--- config.mk ---
export PLATFORM = sky130hd
export DESIGN_NAME = dmem_ctrl
export DESIGN_NICKNAME = d
export VERILOG_FILES = /design/src/rtl/dmem_pkg.sv /design/src/rtl/dmem_lane_align.sv /design/src/rtl/dmem_ctrl.sv
export SDC_FILE = /design/constraint.sdc
export NUM_CORES = 1
export LEC_CHECK = 0
export BUFFER_PORTS_ARGS = -buffer_cell sky130_fd_sc_hd__buf_2
export CAP_MARGIN = 0
export CORE_MARGIN = 5
export CORE_UTILIZATION = 60
export DETAILED_ROUTE_END_ITERATION = 6
export GPL_ROUTABILITY_DRIVEN = 0
export PLACE_DENSITY = 0.77
export REMOVE_ABC_BUFFERS = 1
export SKIP_CTS_REPAIR_TIMING = 1
export SLEW_MARGIN = 20
export SYNTH_ARGS = -nofsm -noshare
export SYNTH_HDL_FRONTEND = slang
export SYNTH_HIERARCHICAL = 1
export SYNTH_SLANG_ARGS = --single-unit
--- constraint.sdc ---
create_clock -name clk -period 4.9 [get_ports clk]
set_clock_uncertainty 0.05 [all_clocks]
set_input_delay 0.245 -clock clk [delete_from_list [all_inputs] [get_ports clk]]
set_output_delay 0.245 -clock clk [all_outputs]
set_load 0.005 [all_outputs]
--- src/rtl/dmem_pkg.sv ---
// Shared encodings and helpers for the MEM-stage data memory controller.
package dmem_pkg;

  localparam logic [1:0] SZ_BYTE = 2'b00;
  localparam logic [1:0] SZ_HALF = 2'b01;
  localparam logic [1:0] SZ_WORD = 2'b10;

  typedef enum logic {
    ST_INIT,
    ST_RUN
  } state_t;

  // Alignment fault for the legal sizes; the illegal size code is flagged separately.
  function automatic logic is_misaligned(input logic [1:0] size, input logic [1:0] addr_lo);
    logic mis;
    case (size)
      SZ_HALF: mis = addr_lo[0];
      SZ_WORD: mis = (addr_lo != 2'b00);
      default: mis = 1'b0;
    endcase
    return mis;
  endfunction

endpackage

--- src/rtl/dmem_lane_align.sv ---
// Byte-lane steering: store byte enables / replicated write data and
// load extraction with sign or zero extension.
module dmem_lane_align
  import dmem_pkg::*;
(
  input  logic [1:0]  size,
  input  logic [1:0]  addr_lo,
  input  logic [31:0] wdata,
  input  logic [31:0] rword,
  input  logic        zero_ext,
  output logic [3:0]  be,
  output logic [31:0] wdata_lane,
  output logic [31:0] rdata_ext
);

  logic [7:0]  rbyte;
  logic [15:0] rhalf;

  // Decode size/lane into enables, positioned store data and extended load data.
  always_comb begin
    be         = '0;
    wdata_lane = '0;
    rdata_ext  = '0;
    rbyte      = rword[{addr_lo, 3'b000} +: 8];
    rhalf      = addr_lo[1] ? rword[31:16] : rword[15:0];
    case (size)
      SZ_BYTE: begin
        be         = 4'b0001 << addr_lo;
        wdata_lane = {4{wdata[7:0]}};
        rdata_ext  = {{24{rbyte[7] & ~zero_ext}}, rbyte};
      end
      SZ_HALF: begin
        be         = addr_lo[1] ? 4'b1100 : 4'b0011;
        wdata_lane = {2{wdata[15:0]}};
        rdata_ext  = {{16{rhalf[15] & ~zero_ext}}, rhalf};
      end
      SZ_WORD: begin
        be         = 4'b1111;
        wdata_lane = wdata;
        rdata_ext  = rword;
      end
      default: ;
    endcase
  end

endmodule

--- src/rtl/dmem_ctrl.sv ---
// Parametrised data memory with valid/ready request/response handshake,
// sub-word access, error detection and optional clear-after-reset.
module dmem_ctrl
  import dmem_pkg::*;
#(
  parameter int unsigned DEPTH          = 32,
  parameter int unsigned ADDR_W         = 32,
  parameter bit          CLEAR_ON_RESET = 1'b1
) (
  input  logic              clk,
  input  logic              rst,
  input  logic              req_valid,
  output logic              req_ready,
  input  logic              req_we,
  input  logic [ADDR_W-1:0] req_addr,
  input  logic [31:0]       req_wdata,
  input  logic [1:0]        req_size,
  input  logic              req_unsigned,
  output logic              resp_valid,
  input  logic              resp_ready,
  output logic [31:0]       resp_rdata,
  output logic              resp_err,
  output logic              busy
);

  localparam int unsigned IDX_W = (DEPTH > 1) ? $clog2(DEPTH) : 1;
  localparam logic [ADDR_W-3:0] DEPTH_IDX = (ADDR_W-2)'(DEPTH);
  localparam logic [IDX_W-1:0]  LAST_IDX  = IDX_W'(DEPTH - 1);

  logic [31:0]       mem [DEPTH];
  state_t            state;
  logic [IDX_W-1:0]  cnt;

  logic [ADDR_W-3:0] word_idx;
  logic [IDX_W-1:0]  idx;
  logic              in_range;
  logic              err;
  logic              accept;
  logic [31:0]       rword;
  logic [3:0]        be;
  logic [31:0]       wlane;
  logic [31:0]       rext;

  assign word_idx  = req_addr[ADDR_W-1:2];
  assign idx       = word_idx[IDX_W-1:0];
  assign in_range  = (word_idx < DEPTH_IDX);
  assign err       = (req_size == 2'b11) || is_misaligned(req_size, req_addr[1:0]) || !in_range;
  assign busy      = (state == ST_INIT);
  // One-entry response buffer: a new request may enter as the old response leaves.
  assign req_ready = (state == ST_RUN) && (!resp_valid || resp_ready);
  assign accept    = req_valid && req_ready;
  assign rword     = in_range ? mem[idx] : '0;

  dmem_lane_align u_align (
    .size       (req_size),
    .addr_lo    (req_addr[1:0]),
    .wdata      (req_wdata),
    .rword      (rword),
    .zero_ext   (req_unsigned),
    .be         (be),
    .wdata_lane (wlane),
    .rdata_ext  (rext)
  );

  // Storage: clear sweep during INIT, byte-enabled store on a clean accept; nothing on a reset edge.
  always_ff @(posedge clk) begin
    if (!rst) begin
      if (state == ST_INIT) begin
        mem[cnt] <= '0;
      end else if (accept && req_we && !err) begin
        for (int unsigned b = 0; b < 4; b++) begin
          if (be[b]) mem[idx][8*b +: 8] <= wlane[8*b +: 8];
        end
      end
    end
  end

  // FSM, init counter and registered response.
  always_ff @(posedge clk) begin
    if (rst) begin
      state      <= CLEAR_ON_RESET ? ST_INIT : ST_RUN;
      cnt        <= '0;
      resp_valid <= 1'b0;
      resp_rdata <= '0;
      resp_err   <= 1'b0;
    end else begin
      case (state)
        ST_INIT: begin
          cnt <= cnt + 1'b1;
          if (cnt == LAST_IDX) state <= ST_RUN;
        end
        default: ;
      endcase
      if (accept) begin
        resp_valid <= 1'b1;
        resp_err   <= err;
        resp_rdata <= (err || req_we) ? '0 : rext;
      end else if (resp_ready) begin
        resp_valid <= 1'b0;
      end
    end
  end

endmodule

==> results.txt <==
----------------------------------------------------
[Status]
  Outcome ... complete, no violations

[GRT]
  Antenna violations before repair ... 4
  Total routing usage reported by global routing ... 27.77%
  Vias in the first global route ... 24300
  First-pass GRT wire length ... 159800 um
  Pin count of the biggest net entering global routing ... 92
  GRT overflow ... 0

[Synthesis]
  Most frequently used flop master after synthesis ... sky130_fd_sc_hd__edfxtp_1
  Yosys warnings ... 6
  Number of enable flip-flop cells after synthesis ... 1024
  Distinct cell type count of the synthesized netlist ... 60
  Fraction of synthesis flops using an asynchronous set or reset pin ... 0%
  Largest cells by area after synthesis ... sky130_fd_sc_hd__edfxtp_1, sky130_fd_sc_hd__mux4_2, sky130_fd_sc_hd__dfxtp_1
  Register area share after synthesis ... 72.98%
  Mapped cell area ... 0.04323 mm^2
  Top-area cell type share of the netlist area ... 71.13%
  Average cell area after synthesis ... 18.59 um^2
  Number of standard cells after synthesis ... 2325
  Area leader, netlist ... sky130_fd_sc_hd__edfxtp_1
  Synthesized flop and latch total ... 1064

[Routing]
  Post-detailed-route DRC marker count ... 0
  Residual antenna-violating net count after detailed routing ... 0
  DR vias/cell ... 6.713
  Drt first-iter violations ... 3786
  Post-Route WL ... 108400 um
  First drt pass iteration count ... 7
  Overall via count from detail_route ... 24040
  DR WL/cell ... 30.28 um

[Cells and area]
  Most common cell after layout, fill and taps aside ... sky130_fd_sc_hd__edfxtp_1
  Area grow syn2layout ... 13.90%
  Post-Layout Inst Area ... 0.04924 mm^2
  Final non-filler cell total ... 3581
  Total Nets Final ... 2620
  Fraction of layout instances using a drive strength above 1 ... 29.38%
  Commonest cells after routing, fill and taps aside ... sky130_fd_sc_hd__edfxtp_1, sky130_fd_sc_hd__mux4_2, sky130_fd_sc_hd__buf_4, sky130_fd_sc_hd__nor2_1, sky130_fd_sc_hd__nand2_1

[STA]
  Max Clk Rate ... 229.7 MHz
  Post-layout min period ... 4354 ps
  Final max-slew violation count ... 0
  Unrepaired setup endpoints after global routing ... false
  Worst setup slack after layout ... 546.1 ps
  Setup Viol. Count Final ... 0
  Fin Setup TNS ... 0 ps
  Worst-Margin Slew ... 1179 ps
  Rel. slew slack ... 21.43%
  Fin crit share ... 88.86%
  Hold violation total from the final report ... 0
  Min Hold Slack ... 163.5 ps

[Setup path]
  Critical path startpoint category ... input port
  Worst path arrival time ... 4580 ps
  Largest fanout on the critical path ... 11
  Kind of end point of the critical path ... flop
  Required time of the critical path ... 5130 ps
  Setup Crit Path Kind ... in2reg

[Job]
  Max Cap Violations ... 0

[CTS]
  Buffers from clock root to sink, at most ... 3
  Total clock buffers created by CTS ... 103
  Clock edge transition at the registers on the reported setup and hold paths ... 60 ps
  CTS tree ... yes
  Sink count of the clock tree ... 1064
  CTS H-tree lvls ... 3
  Insertion delay of the later-clocked pin in the worst-skew pair ... 670 ps
  Clock root buffer ... sky130_fd_sc_hd__clkbuf_16

[Pwr]
  Worst voltage drop across the vdd grid ... 0.0003036 V
  Ratio of total power to cell area ... 382.4 mW/mm^2
  Standby leakage power ... 0.01750 uW

[Placement]
  HPWL after DPL ... 68630 um
  Setup Slack @ Placement ... 106.2 ps
  Placed instance count ... 3387
  Buffers added on ports ... 107
  Placed cell areas ... 0.04566 mm^2

[Die]
  Initial core utilization ... 60.47%
  Row count ... 98
  Die ar. ... 0.07752 mm^2
  DIE WIDTH ... 278.4 um
  Vertical die dimension ... 278.4 um
  Area of the core ... 0.07149 mm^2
  Ports ... 108

[Hold path]
  Worst min path class ... in2reg

----------------------------------------------------
-- synthesized netlist by cell type, types with 8 or more instances --
master	number
sky130_fd_sc_hd__nor2_1	154
sky130_fd_sc_hd__nand2_1	138
sky130_fd_sc_hd__o21ai_0	42
sky130_fd_sc_hd__a21oi_1	34
sky130_fd_sc_hd__and2_1	20
sky130_fd_sc_hd__a211oi_1	12
sky130_fd_sc_hd__nor3_2	31
sky130_fd_sc_hd__nor4_1	8
sky130_fd_sc_hd__a311oi_1	32
sky130_fd_sc_hd__a21o_1	9
sky130_fd_sc_hd__dfxtp_1	40
sky130_fd_sc_hd__mux4_2	257
sky130_fd_sc_hd__a22oi_1	32
sky130_fd_sc_hd__inv_1	15
sky130_fd_sc_hd__edfxtp_1	1024
sky130_fd_sc_hd__a221o_1	10
sky130_fd_sc_hd__clkbuf_1	90
sky130_fd_sc_hd__nor3_1	78
sky130_fd_sc_hd__a32oi_1	29
sky130_fd_sc_hd__a211o_1	10
sky130_fd_sc_hd__buf_2	43
sky130_fd_sc_hd__buf_1	19
sky130_fd_sc_hd__mux2i_1	47
sky130_fd_sc_hd__nor2b_1	14
sky130_fd_sc_hd__and3_1	36
sky130_fd_sc_hd__buf_6	8
-- worst paths after layout --
path,start,cells past startpoint,slack (ps),end
worst max-delay path,req_addr[0],10,550,mem[8][28]$_DFFE_PP_
worst min-delay path,rst,3,160,resp_rdata[22]$_SDFFE_PP0P_
worst max register to register,state$_SDFF_PP0_,6,950,mem[18][16]$_DFFE_PP_
worst min register to register,resp_rdata[13]$_SDFFE_PP0P_,2,470,resp_rdata[13]$_SDFFE_PP0P_
-- worst max-delay path, cell delays in order --
cell and delay [ps]:
sky130_fd_sc_hd__buf_2 200, sky130_fd_sc_hd__or2b_1 370, sky130_fd_sc_hd__a21oi_1 250, sky130_fd_sc_hd__nor2_1 100, sky130_fd_sc_hd__nor4_1 790, sky130_fd_sc_hd__or3_4 280
sky130_fd_sc_hd__nor4_4 70, sky130_fd_sc_hd__a211oi_1 890, sky130_fd_sc_hd__o21bai_1 640, sky130_fd_sc_hd__nor2_1 740
-- layer usage --
metal | track usage (%) | wire (um)
met4 | 8.875 | 3500
met3 | 7.558 | 14210
met1 | 39.91 | 39830
met5 | 0 | 13
met2 | 42.59 | 50870
-- power breakdown --
group / total (uW) / switching, uW / internal [uW]
sequential: 9900 / 17.5 / 9880
combinational: 815 / 510 / 305
clock: 8120 / 3310 / 4810
total: 18800 / 3830 / 15000
-- registers in the layout, summed over array words and instances, names as in the netlist --
signal,cells
mem,1024
resp_rdata,32
cnt,5
resp_err,1
resp_valid,1
state,1
-- cell type report --
class | instances | area (um^2)
diodes | 3 | 7.507
clock buffers | 133 | 2873
clock inverters | 57 | 628.1
fillers | 4214 | 22250
inverters | 17 | 66.31
multi-input cells | 1079 | 10990
flip-flops and latches | 1064 | 31550
well taps | 950 | 1189
repair buffers | 278 | 1932
-- metrics by stage --
| stage | total power, uW | util (%) |
|---|---|---|
| final | 18830 | 68.88 |
| after global routing | 19370 | 68.87 |
| after CTS | 18880 | 68.77 |
| after detailed placement | 10880 | 63.87 |
| after global placement | 10860 | 63.85 |
| after floorplan | 10460 | - |
-- kinds of logic after synthesis --
family	synth area share [%]
flops	72.98
simple gates	5.821
mux	14.69
xor+xnor	0.06079
compound gates	4.391
fa+ha+maj	0.1447
buf+inv	1.904
Power figures use the tool's default switching activity.
